`src/rtl/multicycle_alu.sv`:
```
// Multi-cycle ALU: single-cycle logic/arith ops, iterative shift-add MUL and
// restoring DIVU; results and flags change only on entry into DONE.
//
// state | meaning
// IDLE  | waiting for Start; only state that accepts an operation
// MUL   | shift-add multiply, one multiplier bit per cycle
// DIV   | restoring divide, one quotient bit per cycle
// DONE  | results valid, Done pulse, returns to IDLE
module multicycle_alu #(
  parameter int DATA_WIDTH       = 32,
  parameter int ALUControl_WIDTH = 4
) (
  input  logic                        CLK,
  input  logic                        RST,
  input  logic                        Start,
  input  logic [DATA_WIDTH-1:0]       SrcA,
  input  logic [DATA_WIDTH-1:0]       SrcB,
  input  logic [ALUControl_WIDTH-1:0] ALU_Control,
  output logic [DATA_WIDTH-1:0]       ALU_OUT,
  output logic [DATA_WIDTH-1:0]       ALU_HI,
  output logic                        Busy,
  output logic                        Done,
  output logic                        ZERO_Flag,
  output logic                        OVF_Flag,
  output logic                        DIV0_Flag
);

  localparam int CNT_W = $clog2(DATA_WIDTH);
  localparam int DW    = DATA_WIDTH;

  localparam logic [1:0] S_IDLE = 2'd0;
  localparam logic [1:0] S_MUL  = 2'd1;
  localparam logic [1:0] S_DIV  = 2'd2;
  localparam logic [1:0] S_DONE = 2'd3;

  localparam logic [ALUControl_WIDTH-1:0] OP_AND  = ALUControl_WIDTH'(4'h0);
  localparam logic [ALUControl_WIDTH-1:0] OP_OR   = ALUControl_WIDTH'(4'h1);
  localparam logic [ALUControl_WIDTH-1:0] OP_ADD  = ALUControl_WIDTH'(4'h2);
  localparam logic [ALUControl_WIDTH-1:0] OP_XOR  = ALUControl_WIDTH'(4'h3);
  localparam logic [ALUControl_WIDTH-1:0] OP_SUB  = ALUControl_WIDTH'(4'h4);
  localparam logic [ALUControl_WIDTH-1:0] OP_MUL  = ALUControl_WIDTH'(4'h5);
  localparam logic [ALUControl_WIDTH-1:0] OP_SLT  = ALUControl_WIDTH'(4'h6);
  localparam logic [ALUControl_WIDTH-1:0] OP_NOR  = ALUControl_WIDTH'(4'h7);
  localparam logic [ALUControl_WIDTH-1:0] OP_SLTU = ALUControl_WIDTH'(4'h8);
  localparam logic [ALUControl_WIDTH-1:0] OP_DIVU = ALUControl_WIDTH'(4'h9);

  logic [1:0]       state_q, state_d;
  logic [CNT_W-1:0] cnt_q, cnt_d;
  logic [DW-1:0]    opnd_q, opnd_d;   // multiplicand or divisor
  logic [DW-1:0]    acc_q, acc_d;     // product high half or partial remainder
  logic [DW-1:0]    lo_q, lo_d;       // multiplier/product low or dividend/quotient
  logic [DW-1:0]    out_q, out_d, hi_q, hi_d;
  logic             zero_q, zero_d, ovf_q, ovf_d, div0_q, div0_d;

  logic [DW-1:0] sum, diff, res;
  logic          res_ovf;

  assign sum  = SrcA + SrcB;
  assign diff = SrcA - SrcB;

  always_comb begin
    res     = '0;
    res_ovf = 1'b0;
    case (ALU_Control)
      OP_AND:  res = SrcA & SrcB;
      OP_OR:   res = SrcA | SrcB;
      OP_XOR:  res = SrcA ^ SrcB;
      OP_NOR:  res = ~(SrcA | SrcB);
      OP_ADD: begin
        res     = sum;
        res_ovf = (SrcA[DW-1] == SrcB[DW-1]) && (sum[DW-1] != SrcA[DW-1]);
      end
      OP_SUB: begin
        res     = diff;
        res_ovf = (SrcA[DW-1] != SrcB[DW-1]) && (diff[DW-1] != SrcA[DW-1]);
      end
      OP_SLT:  res = DW'($signed(SrcA) < $signed(SrcB));
      OP_SLTU: res = DW'(SrcA < SrcB);
      default: res = '0;
    endcase
  end

  logic [DW:0]   mul_sum, div_shift, div_diff;
  logic [DW-1:0] mul_acc_nx, mul_lo_nx, div_acc_nx, div_lo_nx;
  logic          div_ge;

  assign mul_sum    = {1'b0, acc_q} + (lo_q[0] ? {1'b0, opnd_q} : '0);
  assign mul_acc_nx = mul_sum[DW:1];
  assign mul_lo_nx  = {mul_sum[0], lo_q[DW-1:1]};

  // Partial remainder stays below the divisor, so bit DW of the difference is the borrow.
  assign div_shift  = {acc_q, lo_q[DW-1]};
  assign div_diff   = div_shift - {1'b0, opnd_q};
  assign div_ge     = ~div_diff[DW];
  assign div_acc_nx = div_ge ? div_diff[DW-1:0] : div_shift[DW-1:0];
  assign div_lo_nx  = {lo_q[DW-2:0], div_ge};

  always_comb begin
    state_d = state_q;
    cnt_d   = cnt_q;
    opnd_d  = opnd_q;
    acc_d   = acc_q;
    lo_d    = lo_q;
    out_d   = out_q;
    hi_d    = hi_q;
    zero_d  = zero_q;
    ovf_d   = ovf_q;
    div0_d  = div0_q;
    case (state_q)
      S_IDLE: begin
        if (Start) begin
          cnt_d = CNT_W'(DW - 1);
          acc_d = '0;
          if (ALU_Control == OP_MUL) begin
            opnd_d  = SrcA;
            lo_d    = SrcB;
            state_d = S_MUL;
          end else if (ALU_Control == OP_DIVU && SrcB != '0) begin
            opnd_d  = SrcB;
            lo_d    = SrcA;
            state_d = S_DIV;
          end else if (ALU_Control == OP_DIVU) begin
            out_d   = '1;
            hi_d    = SrcA;
            zero_d  = 1'b0;
            ovf_d   = 1'b0;
            div0_d  = 1'b1;
            state_d = S_DONE;
          end else begin
            out_d   = res;
            hi_d    = '0;
            zero_d  = (res == '0);
            ovf_d   = res_ovf;
            div0_d  = 1'b0;
            state_d = S_DONE;
          end
        end
      end
      S_MUL: begin
        acc_d = mul_acc_nx;
        lo_d  = mul_lo_nx;
        cnt_d = cnt_q - CNT_W'(1);
        if (cnt_q == '0) begin
          out_d   = mul_lo_nx;
          hi_d    = mul_acc_nx;
          zero_d  = (mul_lo_nx == '0);
          ovf_d   = 1'b0;
          div0_d  = 1'b0;
          state_d = S_DONE;
        end
      end
      S_DIV: begin
        acc_d = div_acc_nx;
        lo_d  = div_lo_nx;
        cnt_d = cnt_q - CNT_W'(1);
        if (cnt_q == '0) begin
          out_d   = div_lo_nx;
          hi_d    = div_acc_nx;
          zero_d  = (div_lo_nx == '0);
          ovf_d   = 1'b0;
          div0_d  = 1'b0;
          state_d = S_DONE;
        end
      end
      default: state_d = S_IDLE;
    endcase
  end

  always_ff @(posedge CLK or posedge RST) begin
    if (RST) begin
      state_q <= S_IDLE;
      cnt_q   <= '0;
      opnd_q  <= '0;
      acc_q   <= '0;
      lo_q    <= '0;
      out_q   <= '0;
      hi_q    <= '0;
      zero_q  <= 1'b0;
      ovf_q   <= 1'b0;
      div0_q  <= 1'b0;
    end else begin
      state_q <= state_d;
      cnt_q   <= cnt_d;
      opnd_q  <= opnd_d;
      acc_q   <= acc_d;
      lo_q    <= lo_d;
      out_q   <= out_d;
      hi_q    <= hi_d;
      zero_q  <= zero_d;
      ovf_q   <= ovf_d;
      div0_q  <= div0_d;
    end
  end

  assign ALU_OUT   = out_q;
  assign ALU_HI    = hi_q;
  assign ZERO_Flag = zero_q;
  assign OVF_Flag  = ovf_q;
  assign DIV0_Flag = div0_q;
  assign Busy      = (state_q != S_IDLE);
  assign Done      = (state_q == S_DONE);

endmodule

```
`config.mk`:
```
export PLATFORM = sky130hd
export DESIGN_NAME = multicycle_alu
export DESIGN_NICKNAME = d
export VERILOG_FILES = /design/src/rtl/multicycle_alu.sv
export SDC_FILE = /design/constraint.sdc
export NUM_CORES = 1
export LEC_CHECK = 0
export CAP_MARGIN = 20
export CORE_MARGIN = 2
export CORE_UTILIZATION = 55
export DETAILED_ROUTE_END_ITERATION = 7
export PLACE_DENSITY_LB_ADDON = 0.1
export SETUP_SLACK_MARGIN = 0.2
export SKIP_CTS_REPAIR_TIMING = 1
export SYNTH_ARGS = -nofsm -noshare
export SYNTH_HDL_FRONTEND = slang
export SYNTH_SLANG_ARGS = --single-unit
```
`constraint.sdc`:
```
create_clock -name CLK -period 9.8 [get_ports CLK]
set_input_delay 2.94 -clock CLK [delete_from_list [all_inputs] [get_ports CLK]]
set_output_delay 2.94 -clock CLK [all_outputs]
set_load 0.05 [all_outputs]
```
== After elaboration in Yosys (flattened, before gate mapping) ==
Index checks and enable logic that the tools add are counted.
Storage, ports and cells
  register bits after elaboration: 170
  input port bits: 71
  output and inout bits: 69
  word-level logic and storage cells: 118
Operators by class
  $add $sub $neg: 5
  magnitude comparators: 2
  eq/ne operators: 23
  muxes and demuxes: 51
  bitwise gates (word level): 5
  reduce and logical (&&, ||, !) cells: 22
Operators with widths (number)
  32-bit two-way mux: 20
  32-bit one-hot mux with 3 select lines: 4
  32-bit one-hot mux with 8 select lines: 1
  32-bit zero test: 3
  32-bit less-than comparator: 2
  32-bit by 32-bit adder with 33-bit output: 1
  33-bit by 32-bit subtractor with 33-bit output: 1
  32-bit adder: 1
  32-bit AND: 1
  32-bit inverter: 1
  32-bit OR: 1
  32-bit nonzero test: 1
  32-bit subtractor: 1
  32-bit bitwise XOR: 1
  4-bit by 3-bit equality test with 1-bit output, second input constant: 4
  1-bit two-way mux: 16
  2-bit != test, second input constant: 5
  5-bit one-hot mux with 2 select lines: 1
  4-bit by 2-bit equality test with 1-bit output, second input constant: 2
  4-bit equality test, second input constant: 2
  2-bit two-way mux: 3
  1-bit one-hot mux with 2 select lines: 3
  2-bit AND reduction: 3
  3-bit AND reduction: 2
  21 further kinds: 28

== Logic depth before layout (Yosys ltp) ==
  depth after elaboration: 9
  gate-level depth with buffers: 17
  depth with buffers taken out: 16

== Worst setup path after synthesis ==
Ideal clock, no wire load.
  path type: input-to-reg
  from: input port SrcA[0]
  to: register zero_q, in the netlist ZERO_Flag
  library setup time: 0.095 ns
  arrival time: 6.104 ns
  data required time: 9.705 ns
  slack: 3.600 ns
  cell stages on the path: 16
  buffers on the path: 0
  cells stage by stage: inv_1 ha_1 inv_1 fa_1 nor2b_4 o21ai_2 o311a_1 or3_4 mux2_4 a221o_1 nor4_2 and4_1 and4bb_1 nand4_1 or4_1 o31ai_1
On the way
  cells in the longest elaborated chain, start to end: 9
  elaborated cells on any way between the ends: 15
  those cells by class: add/sub: 2; order compare: 2; mux: 6; bitwise: 4; reduce/logical: 1
RTL lines
  start: declaration: line 16  | input logic [DATA_WIDTH-1:0] SrcA,
  branches (longest 2 deep; another with 32-bit subtractor)
  32-bit one-hot mux with 8 select lines (*): line 64  | case (ALU_Control)
  32-bit zero test (*): line 132  | zero_d = (res == '0);
  1-bit two-way mux (*): line 122  | end else if (ALU_Control == OP_DIVU) begin
  1-bit two-way mux (*): line 118  | end else if (ALU_Control == OP_DIVU && SrcB != '0) begin
  1-bit two-way mux (*): line 114  | if (ALU_Control == OP_MUL) begin
  1-bit two-way mux (*): line 111  | if (Start) begin
  1-bit one-hot mux with 3 select lines (*): line 109  | case (state_q)
  end signal: assignment: line 189  | zero_q <= zero_d;
  end: declaration: line 53  | logic zero_q, zero_d, ovf_q, ovf_d, div0_q, div0_d;
Every way passes the cells marked *. The select of a mux whose other input is x is not followed.
A chain may end at the register's enable or synchronous reset.

== Final worst setup path ==
  from: input port ALU_Control[2]
  to: register zero_q, in the netlist ZERO_Flag
On the way
  cells in the longest elaborated chain, start to end: 8
  elaborated cells on any way between the ends: 21
  those cells by class: eq/ne: 11; mux: 6; reduce/logical: 4
RTL lines
  start: declaration: line 18  | input logic [ALUControl_WIDTH-1:0] ALU_Control,
  4-bit equality test (tied with other cells): line 64
  32-bit one-hot mux with 8 select lines: line 64
  32-bit zero test: line 132
  1-bit two-way mux: line 122
  1-bit two-way mux: line 118
  1-bit two-way mux: line 114
  1-bit two-way mux: line 111
  1-bit one-hot mux with 3 select lines: line 109
Several ways; a longest one is shown, not always the timed one. The select of a mux whose other input is x is not followed.

==> results_dict.tcl <==
set metrics [dict create \
    status "finished, final reports clean" \
    tns_ns 0 \
    synth_area_leaders "dfrtp_1 (24%), ha_1 (12%), a21oi_1 (7.0%)" \
    first_global_vias 17439 \
    cts.htree.levels 4 \
    max_freq_mhz 139 \
    multi_input_area_sq_um 12200 \
    leakage_uw 0.00885 \
    met1_length_microns 29200 \
    arrival_ns 7.53 \
    register_area_sq_um 4250 \
    antenna_found_initial 4 \
    worstHoldPathType "reg2reg" \
    cp-end-kind "register" \
    drtIter0Drc 2706 \
    synthTopCellsByCount "nand2_1 (284), a21oi_1 (244), nor2_1 (232), o21ai_0 (195), dfrtp_1 (170)" \
    p_sw_uw 3090 \
    postLayoutCoreUtil_pct 62.8 \
    fillCellCount 2801 \
    ir_drop_mv 0.215 \
    ys_seq_elements 170 \
    dp_slack_ns 2.30 \
    combPwrFrac_pct 65.4 \
    first_pass_iters 8 \
    synth_top_area_cell "dfrtp_1" \
    setup_viol 0 \
    slew_headroom_pct 28.7 \
    wl_met2_microns 29000 \
    synthCells 2366 \
    p_int_uw 2660 \
    path_clk_slew_ns 0.07 \
    ys_seq_area_share_pct 24.2 \
    hold_viol 0 \
    whs_path_depth 1 \
    cts_buffer_depth 2 \
    worstSetupStartpoint "ALU_Control[2]" \
    netlist_area_sq_um 17600 \
    row_count 65 \
    numCtsBuffers 17 \
    worstReg2RegStart "lo_q[31]" \
    wl_met3_microns 7790 \
    dieArea_sq_um 33400 \
    yosysTopAreaCellShare_pct 24.2 \
    drive_gt1_share_pct 4.95 \
    cts_sinks 170 \
    cts_root_buf "clkbuf_16" \
    crit_type "in2reg" \
    drc_errors 0 \
    critical_path.cell_chain "clkdlybuf4s50_1 > or4b_2 > nor2_1 > a221oi_1 > o21ai_0 > nor4_1 > nand3b_1 > nor4_2 > and4_1 > and4bb_1 > nand4_1 > or4_1 > o31ai_1" \
    track_usage_pct 40.2 \
    tightest_slew_ns 1.07 \
    maxSlewViolCount 0 \
    worst_slack_ns 2.62 \
    start_kind "primary input" \
    coreArea_sq_um 31500 \
    timing.final.crit_period_ns 7.18 \
    grt.overflow.total 0 \
    top_layer "met5" \
    numPortBuffers 139 \
    clk_latency_ns 0.45 \
    p_sw_share_pct 53.7 \
    gp_congestion 1.03 \
    max_cap_violations 0 \
    r2r_end "ALU_HI[15]" \
    tritoncts "done" \
    ys_async_sr_fraction_pct 100 \
    syn_nets 2610 \
    io-pin-count 140 \
    synth_edf_count 0 \
    syn_to_final_growth_pct 12.5 \
    hpwl_microns 51900 \
    vias_per_cell 6.74 \
    antenna_left 0 \
    rsz0062_at_grt "no" \
    cp_max_fo 23 \
    synthFlopType "dfrtp_1" \
    fp.dieH_microns 183 \
    wl_per_cell_microns 24.1 \
    start_util_pct 55.8 \
    clockPowerShare_pct 11.9 \
    p_seq_share_pct 22.8 \
    vias 19063 \
    cp.required_ns 10.15 \
    power.density_nw_per_um2 291 \
    yosysMostFrequentCell "nand2_1" \
    nets 2657 \
    slowest_delay_ns 1.17 \
    grt_pass1_wl_microns 103000 \
    cp-endpoint "ZERO_Flag" \
    skew_ns 0.0103 \
    syn_area_per_cell_sq_um 7.42 \
    cp_slowest_cell "clkdlybuf4s50_1" \
    r2r_setup_slack_ns 4.07 \
    ff2ff_path_depth 17 \
    period_share_pct 73.3 \
    grt_max_degree 98 \
    yosysWarnings 0 \
    yosys.cell_types.count 92 \
    die_x_microns 183 \
    wl_microns 68100 \
]
final cells by class:
type	count	area share (%)
inverters	156	2.99
clock inverters	14	0.747
clock buffers	17	2.15
flip-flops and latches	170	21.5
diodes	2	0.0253
well taps	402	2.55
repair buffers	168	8.22
multi-input cells	1900	61.8
worst max-delay path, delay by kind of cell:
kind,cells,cell delay (ns)
buf+inv,1,1.17
compound gates,3,0.65
simple gates,9,2.75
power groups by stage:
stage / Combinational (uW) / Clock [uW] / Sequential, uW
global route: 4050 / 712 / 1340
finish: 3760 / 683 / 1310
CTS: 3670 / 679 / 1300
floorplan: 2220 / 0 / 1640
global placement: 3560 / 0 / 1290
detailed placement: 3650 / 0 / 1300
stage by stage:
step,instance area [sq um],total power (uW),hold slack [ns],cells
after CTS,19700,5650,0.486,2826
after detailed placement,19200,4950,0.471,2795
after floorplan,17600,3860,0.470,2366
final,19800,5750,0.487,2829
after global routing,19800,6110,0.504,2828
after global placement,19200,4860,0.466,2794
sequential cells by signal, summed over array words and instances, names as in the netlist, 2 cells and up:
register,flops
opnd_q,32
ALU_OUT,32
state_q,2
cnt_q,5
acc_q,32
ALU_HI,32
lo_q,32
how the worst min path moves through the flow:
stage,startpoint,endpoint,slack [ns]
after global routing,ALU_OUT[23],ALU_OUT[23],0.50
final,ALU_OUT[23],ALU_OUT[23],0.49
after CTS,ALU_OUT[23],ALU_OUT[23],0.49
after floorplan,opnd_q[0],opnd_q[0],0.47
after detailed placement,ALU_OUT[23],ALU_OUT[23],0.47
after global placement,ALU_OUT[10],ALU_OUT[10],0.47
routing by layer:
metal	global-route usage, %	vias up
li1	-	8596
met3	8.80	163
met5	0	-
met2	60.4	1218
met4	12.3	2
met1	57.8	9084
placed cells by master (no fill, tap or decap), types with 11 or more instances in the layout:
cell / synthesis / layout
a211oi_1: 58 / 58
a21o_1: 56 / 56
a21oi_1: 244 / 244
a221o_1: 11 / 11
a221oi_1: 16 / 16
a22oi_1: 37 / 36
a31oi_1: 41 / 41
and2_1: 37 / 36
buf_4: 4 / 27
clkbuf_16: 0 / 17
clkdlybuf4s50_1: 0 / 139
dfrtp_1: 170 / 170
ha_1: 169 / 168
inv_1: 148 / 147
mux2i_1: 33 / 33
nand2_1: 284 / 282
nand2b_1: 19 / 18
nand3_1: 33 / 32
nand4_1: 22 / 22
nor2_1: 232 / 232
nor2b_1: 18 / 17
nor3_1: 34 / 32
nor4_1: 23 / 23
o211ai_1: 22 / 22
o21a_1: 11 / 11
o21ai_0: 195 / 195
o21ai_1: 23 / 23
o21bai_1: 25 / 25
o22ai_1: 11 / 11
o31ai_1: 19 / 19
xnor2_1: 46 / 46
xor2_1: 21 / 20
cell families (layout without fill, tap and decap cells):
family,Yosys count,count (layout),synth area share (%)
AOI/OAI and AO/OA,866,866,31.4
adders and majority gates,173,173,12.5
other,0,2,0
and+or+nand+nor,752,752,19.4
xor gates and xnor gates,67,67,3.34
DFF,170,170,24.2
buffers and inverters,296,355,6.59
muxes,42,42,2.48
Power figures use the tool's default switching activity.
